[src/rtl/multicycle_ctrl.sv]
// Multicycle MIPS control unit: sequences the shared datapath one instruction at a time,
// driving the datapath mux selects, ALU control and every write enable.
module multicycle_ctrl #(
    parameter int MEM_WAIT_MAX = 16
) (
    input  logic       clk,
    input  logic       reset,
    input  logic [5:0] opcode,
    input  logic [5:0] funct,
    input  logic       zero,
    input  logic       mem_ready,
    output logic       pc_en,
    output logic       iord,
    output logic       mem_read,
    output logic       mem_write,
    output logic       ir_write,
    output logic       reg_write,
    output logic [1:0] reg_dst,
    output logic [1:0] mem_to_reg,
    output logic       alu_src_a,
    output logic [1:0] alu_src_b,
    output logic [1:0] pc_src,
    output logic [2:0] alu_ctl,
    output logic       illegal_op,
    output logic       mem_timeout,
    output logic [3:0] state
);

    typedef enum logic [3:0] {
        FETCH  = 4'd0,  DECODE = 4'd1,  MEMADR = 4'd2,  MEMRD  = 4'd3,
        MEMWB  = 4'd4,  MEMWR  = 4'd5,  EXEC   = 4'd6,  ALUWB  = 4'd7,
        BRANCH = 4'd8,  ADDIEX = 4'd9,  ADDIWB = 4'd10, JUMP   = 4'd11,
        JAL    = 4'd12
    } state_t;

    localparam logic [5:0] OP_RTYPE = 6'h00, OP_J   = 6'h02, OP_JAL = 6'h03,
                           OP_BEQ   = 6'h04, OP_BNE = 6'h05, OP_ADDI = 6'h08,
                           OP_LW    = 6'h23, OP_SW  = 6'h2B;

    localparam logic [2:0] ALU_ADD = 3'b010, ALU_SUB = 3'b110, ALU_AND = 3'b000,
                           ALU_OR  = 3'b001, ALU_SLT = 3'b111;

    // Counter needs at least one bit even when the timeout is disabled.
    localparam int CW = (MEM_WAIT_MAX < 2) ? 1 : $clog2(MEM_WAIT_MAX + 1);
    localparam logic [CW-1:0] WAIT_MAX  = CW'(MEM_WAIT_MAX);
    localparam logic [CW-1:0] WAIT_LAST = CW'(MEM_WAIT_MAX - 1);

    state_t          state_q, state_d;
    logic [CW-1:0]   wait_cnt;
    logic            mem_state;
    logic            waiting;

    assign state     = state_q;
    assign mem_state = (state_q == FETCH) || (state_q == MEMRD) || (state_q == MEMWR);
    assign waiting   = mem_state && !mem_ready;

    // NOTE: every output and state_d gets a default first so no path through the case infers a latch.
    always_comb begin
        state_d    = state_q;
        pc_en      = 1'b0;
        iord       = 1'b0;
        mem_read   = 1'b0;
        mem_write  = 1'b0;
        ir_write   = 1'b0;
        reg_write  = 1'b0;
        reg_dst    = 2'b00;
        mem_to_reg = 2'b00;
        alu_src_a  = 1'b0;
        alu_src_b  = 2'b00;
        pc_src     = 2'b00;
        alu_ctl    = 3'b000;
        illegal_op = 1'b0;

        case (state_q)
            FETCH: begin
                mem_read  = 1'b1;
                alu_src_b = 2'b01;
                alu_ctl   = ALU_ADD;
                ir_write  = mem_ready;
                pc_en     = mem_ready;
                if (mem_ready) state_d = DECODE;
            end
            DECODE: begin
                alu_src_b = 2'b11;
                alu_ctl   = ALU_ADD;
                case (opcode)
                    OP_LW, OP_SW:   state_d = MEMADR;
                    OP_RTYPE:       state_d = EXEC;
                    OP_BEQ, OP_BNE: state_d = BRANCH;
                    OP_ADDI:        state_d = ADDIEX;
                    OP_J:           state_d = JUMP;
                    OP_JAL:         state_d = JAL;
                    default: begin
                        illegal_op = 1'b1;
                        state_d    = FETCH;
                    end
                endcase
            end
            MEMADR: begin
                alu_src_a = 1'b1;
                alu_src_b = 2'b10;
                alu_ctl   = ALU_ADD;
                state_d   = (opcode == OP_SW) ? MEMWR : MEMRD;
            end
            MEMRD: begin
                mem_read = 1'b1;
                iord     = 1'b1;
                if (mem_ready) state_d = MEMWB;
            end
            MEMWB: begin
                reg_write  = 1'b1;
                mem_to_reg = 2'b01;
                state_d    = FETCH;
            end
            MEMWR: begin
                mem_write = 1'b1;
                iord      = 1'b1;
                if (mem_ready) state_d = FETCH;
            end
            EXEC: begin
                alu_src_a = 1'b1;
                state_d   = ALUWB;
                case (funct)
                    6'h20:   alu_ctl = ALU_ADD;
                    6'h22:   alu_ctl = ALU_SUB;
                    6'h24:   alu_ctl = ALU_AND;
                    6'h25:   alu_ctl = ALU_OR;
                    6'h2A:   alu_ctl = ALU_SLT;
                    default: begin
                        illegal_op = 1'b1;
                        state_d    = FETCH;
                    end
                endcase
            end
            ALUWB: begin
                reg_write = 1'b1;
                reg_dst   = 2'b01;
                state_d   = FETCH;
            end
            BRANCH: begin
                alu_src_a = 1'b1;
                alu_ctl   = ALU_SUB;
                pc_src    = 2'b01;
                pc_en     = (opcode == OP_BNE) ? !zero : zero;
                state_d   = FETCH;
            end
            ADDIEX: begin
                alu_src_a = 1'b1;
                alu_src_b = 2'b10;
                alu_ctl   = ALU_ADD;
                state_d   = ADDIWB;
            end
            ADDIWB: begin
                reg_write = 1'b1;
                state_d   = FETCH;
            end
            JUMP: begin
                pc_src  = 2'b10;
                pc_en   = 1'b1;
                state_d = FETCH;
            end
            JAL: begin
                pc_src     = 2'b10;
                pc_en      = 1'b1;
                reg_write  = 1'b1;
                reg_dst    = 2'b10;
                mem_to_reg = 2'b10;
                state_d    = FETCH;
            end
            default: state_d = FETCH;
        endcase

        // Reset abandons the current instruction without touching PC, IR, registers or memory.
        if (reset) begin
            pc_en      = 1'b0;
            ir_write   = 1'b0;
            reg_write  = 1'b0;
            mem_read   = 1'b0;
            mem_write  = 1'b0;
            illegal_op = 1'b0;
        end
    end

    // NOTE: sequential state uses non-blocking assignments so every register samples pre-edge values.
    always_ff @(posedge clk) begin
        if (reset) begin
            state_q     <= FETCH;
            wait_cnt    <= '0;
            mem_timeout <= 1'b0;
        end else begin
            state_q     <= state_d;
            mem_timeout <= 1'b0;
            if (state_d != state_q) begin
                wait_cnt <= '0;
            end else if (MEM_WAIT_MAX != 0 && waiting && wait_cnt != WAIT_MAX) begin
                wait_cnt <= wait_cnt + 1'b1;
                // Pulse lands in the cycle the counter reaches the limit; saturation prevents repeats.
                mem_timeout <= (wait_cnt == WAIT_LAST);
            end
        end
    end

endmodule

[config.mk]
export PLATFORM = sky130hd
export DESIGN_NAME = multicycle_ctrl
export DESIGN_NICKNAME = d
export VERILOG_FILES = /design/src/rtl/multicycle_ctrl.sv
export SDC_FILE = /design/constraint.sdc
export NUM_CORES = 1
export LEC_CHECK = 0
export CAP_MARGIN = 20
export CORE_ASPECT_RATIO = 1.4
export CORE_UTILIZATION = 49
export CTS_CLUSTER_DIAMETER = 150
export DETAILED_ROUTE_END_ITERATION = 8
export PLACE_DENSITY = 0.9
export SKIP_CTS_REPAIR_TIMING = 1
export SYNTH_ARGS = -nofsm -noshare
export SYNTH_HDL_FRONTEND = slang
export SYNTH_SLANG_ARGS = --single-unit
[constraint.sdc]
create_clock -name clk -period 3.42 [get_ports clk]
set_input_delay 0.513 -clock clk [delete_from_list [all_inputs] [get_ports clk]]
set_output_delay 0.513 -clock clk [all_outputs]
set_load 0.01 [all_outputs]
## Word level (Yosys, flattened, before mapping)

Cells that the tools add are included.

| operators by class | value |
|---|---|
| add/sub/neg operators | 1 |
| multipliers | 0 |
| div/mod/pow operators | 0 |
| magnitude comparators | 0 |
| eq/ne operators | 27 |
| shift-type cells | 0 |
| multiplexer cells | 30 |
| bitwise logic cells | 1 |
| reductions and logical operators | 21 |

Operators with widths:

| kind | number |
|---|---|
| == test 6 bit (second input constant) | 7 |
| one-hot mux 4 bit (7 select lines) | 1 |
| one-hot mux 4 bit (6 select lines) | 1 |
| == test 4 bit (second input constant) | 5 |
| == test 4 x 3 -> 1 bit (second input constant) | 4 |
| two-way mux 1 bit | 15 |
| OR reduction 2 bit | 7 |
| == test 6 x 2 -> 1 bit (second input constant) | 2 |
| == test 6 x 3 -> 1 bit (second input constant) | 2 |
| two-way mux 4 bit | 3 |
| one-hot mux 2 bit (2 select lines) | 3 |
| one-hot mux 3 bit (4 select lines) | 1 |
| OR reduction 4 bit | 3 |
| one-hot mux 3 bit (3 select lines) | 1 |
| == test 4 x 2 -> 1 bit (second input constant) | 2 |
| OR reduction 8 bit | 1 |
| == test 6 x 4 -> 1 bit (second input constant) | 1 |
| zero test 6 bit | 1 |
| two-way mux 3 bit | 2 |
| one-hot mux 2 bit (3 select lines) | 1 |
| adder 5 x 1 -> 5 bit (second input constant) | 1 |
| == test 5 x 4 -> 1 bit (second input constant) | 1 |
| != test 5 bit (second input constant) | 1 |
| OR reduction 5 bit | 1 |
| other kinds (10) | 13 |

| word-level totals | value |
|---|---|
| bits in registers | 10 |
| bits in latches | 0 |
| RAM bits | 0 |
| ROM bits | 0 |
| input bits | 16 |
| word-level logic and storage cells | 83 |
| memories kept | 0 |

## Longest topological paths before layout

| depth | value |
|---|---|
| depth after elaboration | 7 |
| mapped depth | 7 |

## Worst setup path after synthesis

No wires, ideal clock.

| timing path | value |
|---|---|
| path kind | register -> output |
| start point | register state_q[1], in the netlist state[1] |
| end point | output port pc_en |
| arrival time | 1507 ps |
| data required time | 2907 ps |
| setup slack | 1400 ps |
| stages on the path, launching flop included | 8 |
| cells stage by stage | dfxtp_1 > buf_6 > clkbuf_1 > nor2_1 > nand2_1 > o21ai_0 > nand2_1 > a21oi_1 |

| on the way | value |
|---|---|
| word-level cells in the longest chain between the ends | 4 |
| elaborated cells between the ends (all ways) | 7 |

Ends and longest elaborated chain:

| item | RTL line | RTL |
|---|---|---|
| from (decl) | 48 | `state_t state_q, state_d;` |
| from (signal assigned) | 191 | `state_q <= state_d;` |
| == test 4 bit | 74 | `case (state_q)` |
| OR reduction 2 bit (no source line) | n/a |  |
| one-hot mux 1 bit (3 select lines) (*) | 74 |  |
| two-way mux 1 bit (*) | 174 | `if (reset) begin` |
| to (decl) | 12 | `output logic pc_en,` |

Every way passes the cells marked *; elsewhere a longest branch is shown, timed or not.

## Worst setup path in the final report

| timing path | value |
|---|---|
| start point | input port opcode[3] |
| end point | output port illegal_op |

| on the way | value |
|---|---|
| word-level cells in the longest chain between the ends | 5 |
| elaborated cells between the ends (all ways) | 12 |

Ends and longest elaborated chain:

| item | RTL line | RTL |
|---|---|---|
| from (decl) | 8 | `input logic [5:0] opcode,` |
| == test 6 bit, or another cell as far along | 86 | `case (opcode)` |
| OR reduction 8 bit (no source line) (*) | n/a |  |
| two-way mux 1 bit (*) | 86 |  |
| one-hot mux 1 bit (2 select lines) (*) | 74 |  |
| two-way mux 1 bit (*) | 174 |  |
| to (decl) | 24 | `output logic illegal_op,` |

Marks and branches as above.

==> flow_summary.ini <==
[run_status]
status = finished clean

[worst_setup_path]
critPathMostFrequentCell = clkdlybuf4s50_1
cp_max_fo = 9
path_buf_inv = 2
rr_worst_depth = 6
path_class = in2out
startpoint = opcode[3]
crit_chain = clkdlybuf4s50_1 -> nor2b_1 -> o311ai_1 -> a32oi_1 -> nor2_1 -> clkdlybuf4s50_1
crit_end = illegal_op
r2r-start = state[2]
slowest_stage = clkdlybuf4s50_1
worstPathArrival_ns = 2.46
reg2reg_to = wait_cnt[2]
slowest_delay_ns = 0.63
cp.required_ns = 2.91
cp.depth = 6
cpLargestDelayFamily = buffers and inverters
crit_path_end_kind = output port
ff2ff_setup_slack_ns = 0.96
cp-start-kind = primary input

[job]
cap_violations = 0

[clock_network]
clk_latency_ns = 0.26
cts_buffer_depth = 2
cts_tree = done
numCtsBuffers = 3
root_buffer = clkbuf_4
clk_pin_slew_ns = 0.06
h-tree-depth = 1
cts_sinks = 10

[cells_and_area]
seqCellArea_um2 = 200.2
drive_gt1_frac = 0.07330
layout.nets = 212
design_area_mm2 = 0.001580
diodes = 0
multi_input_area_um2 = 898.4
fillers = 199
area_growth_pct = 31.02

[synthesis]
syn_inst = 158
ys_types = 56
syn-num-nets = 177
synth_ff_type = dfxtp_1
seq_area_frac_synth = 0.1660
ys_top_cells_by_area = dfxtp_1 (17%), nor2_1 (5.9%), nor3_1 (3.7%)
ys_warn_count = 0
ys_ff_latch = 10
avgSynthCellArea_um2 = 7.634
synth.top_cell.area_share = 0.1660
yosys.area.top_type = dfxtp_1
async_flop_share = 0
synth_edf_count = 0
syn_area_mm2 = 0.001206

[power_and_ir_drop]
ir_drop_mv = 0.1283
p_per_area_mw_per_mm2 = 197.2
leakagePower_uw = 0.0005638

[routing]
wl_um = 3187
drt_iter0_markers = 36
post_drt_wl_per_cell_um = 14.96
vias_per_cell = 6.211
post-route-drc-count = 0
drtAntennaViolNets = 0
first_pass_iters = 6
vias = 1323

[placement]
hpwl_um = 2503
place.port_buffers = 39
placed_cell_area_mm2 = 0.001558
routabilityCongestion = 0.9476

[timing]
fmax_mhz = 336.9
hold_viol = 0
fin_crit_sh = 0.8679
relSlewSlack = 0.4408
tightestPinTransition_ns = 0.8376
drv_slew = 0
rsz0062_at_grt = no
timing.setup.tns_ns = 0
setup_viol = 0
fin_crit_ns = 2.968
skew_ns = 0.01039

[die]
die_area_mm2 = 0.002667
ios = 40
die_y_um = 60.71
start_util = 0.5356
core_area_mm2 = 0.002252
fp-row-count = 20
die_x_um = 43.93

[grt]
grt_pass1_wl_um = 5064
antenna_found_initial = 0
grt_pass1_vias = 1181
grt.total_usage = 0.2515
grt_max_degree = 25
grt_overflow = 0

[worst_hold_path]
hold_path_class = reg2reg
metal layers:
metal / global-route usage / vias to the layer above / share of wire
met4: 0.1645 / 0 / 0.036
met3: 0.01488 / 10 / 0.038
met1: 0.2736 / 600 / 0.40
met2: 0.4648 / 50 / 0.52
li1: - / 663 / -
met5: 0 / - / 0
report_power, final:
group / switching (µW) / internal, µW
logic: 51.8 / 52.9
registers: 8.05 / 120
clock network: 38.2 / 40.5
registers in the layout (all words and copies together), names as in the netlist:
name         flops
wait_cnt         5
state            4
mem_timeout      1
synthesized netlist by cell type (2+ instances only):
master    count
o21ai_0       6
nand3_1       5
buf_6         3
nor4bb_1      2
nand2b_1      3
or3b_1        2
xnor2_1       4
a21oi_1       6
nor3_1        9
a31oi_1       2
o31ai_1       2
xor2_1        2
and3_1        5
nand2_1       8
nor3b_1       3
ha_1          3
nor4_1        7
clkbuf_1      4
nor2b_1       3
mux2i_1       3
and4_1        5
dfxtp_1      10
inv_1         9
or4_1         2
nor2_1       19
tightest hold or removal path: cells and delay by family (launching register included):
family | cells | cell delay (ns)
flip-flops | 1 | 0.36
AND/OR/NAND/NOR | 1 | 0.09
AO/OA/AOI/OAI | 1 | 0.06
area by class of cell:
| cell class | instances | share of cell area |
|---|---|---|
| multi-input combinational | 129 | 0.5685 |
| timing repair buffer | 40 | 0.2518 |
| sequential | 10 | 0.1267 |
| inverter | 9 | 0.02138 |
| tap | 22 | 0.01742 |
| clock buffer | 3 | 0.01425 |
metrics by stage:
stage / hold WS, ns / cells / total power, µW / util / setup WS [ns]
after floorplan: 0.5216 / 158 / 191.3 / - / 1.400
after global placement: 0.5426 / 210 / 230.4 / 0.6917 / 0.4921
after detailed placement: 0.5566 / 210 / 234.7 / 0.6917 / 0.4829
after CTS: 0.5651 / 213 / 312.0 / 0.7017 / 0.4697
after global routing: 0.5965 / 213 / 326.3 / 0.7017 / 0.3156
final: 0.5630 / 213 / 311.6 / 0.7017 / 0.4518
how the worst min path moves through the flow:
stage                      from          end  cells after the start
floorplan           wait_cnt[2]  wait_cnt[2]                      2
global placement    wait_cnt[2]  wait_cnt[2]                      2
detailed placement  wait_cnt[2]  wait_cnt[2]                      2
CTS                 wait_cnt[2]  wait_cnt[2]                      2
global route        wait_cnt[2]  wait_cnt[2]                      2
finish              wait_cnt[2]  wait_cnt[2]                      2
placed cells by master (no fill, tap or decap), types with 4 or more instances in the layout:
master           netlist  routed
and3_1                 5       5
a21oi_1                6       6
o21ai_0                6       6
nand3_1                5       5
dfxtp_1               10      10
clkdlybuf4s50_1        0      39
nor4_1                 7       7
nand2_1                8       8
inv_1                  9       9
nor2_1                19      19
nor3_1                 9       9
xnor2_1                4       4
and4_1                 5       5
kinds of logic after synthesis:
logic type / count (synthesis) / synth area share
AND/OR/NAND/NOR: 84 / 0.4129
adder cells (fa/ha/maj): 3 / 0.03112
multiplexers: 3 / 0.02490
buffers and inverters: 19 / 0.08919
AO/OA/AOI/OAI: 32 / 0.2189
flip-flops: 10 / 0.1660
XOR/XNOR: 7 / 0.05706
Power figures use the tool's default switching activity.
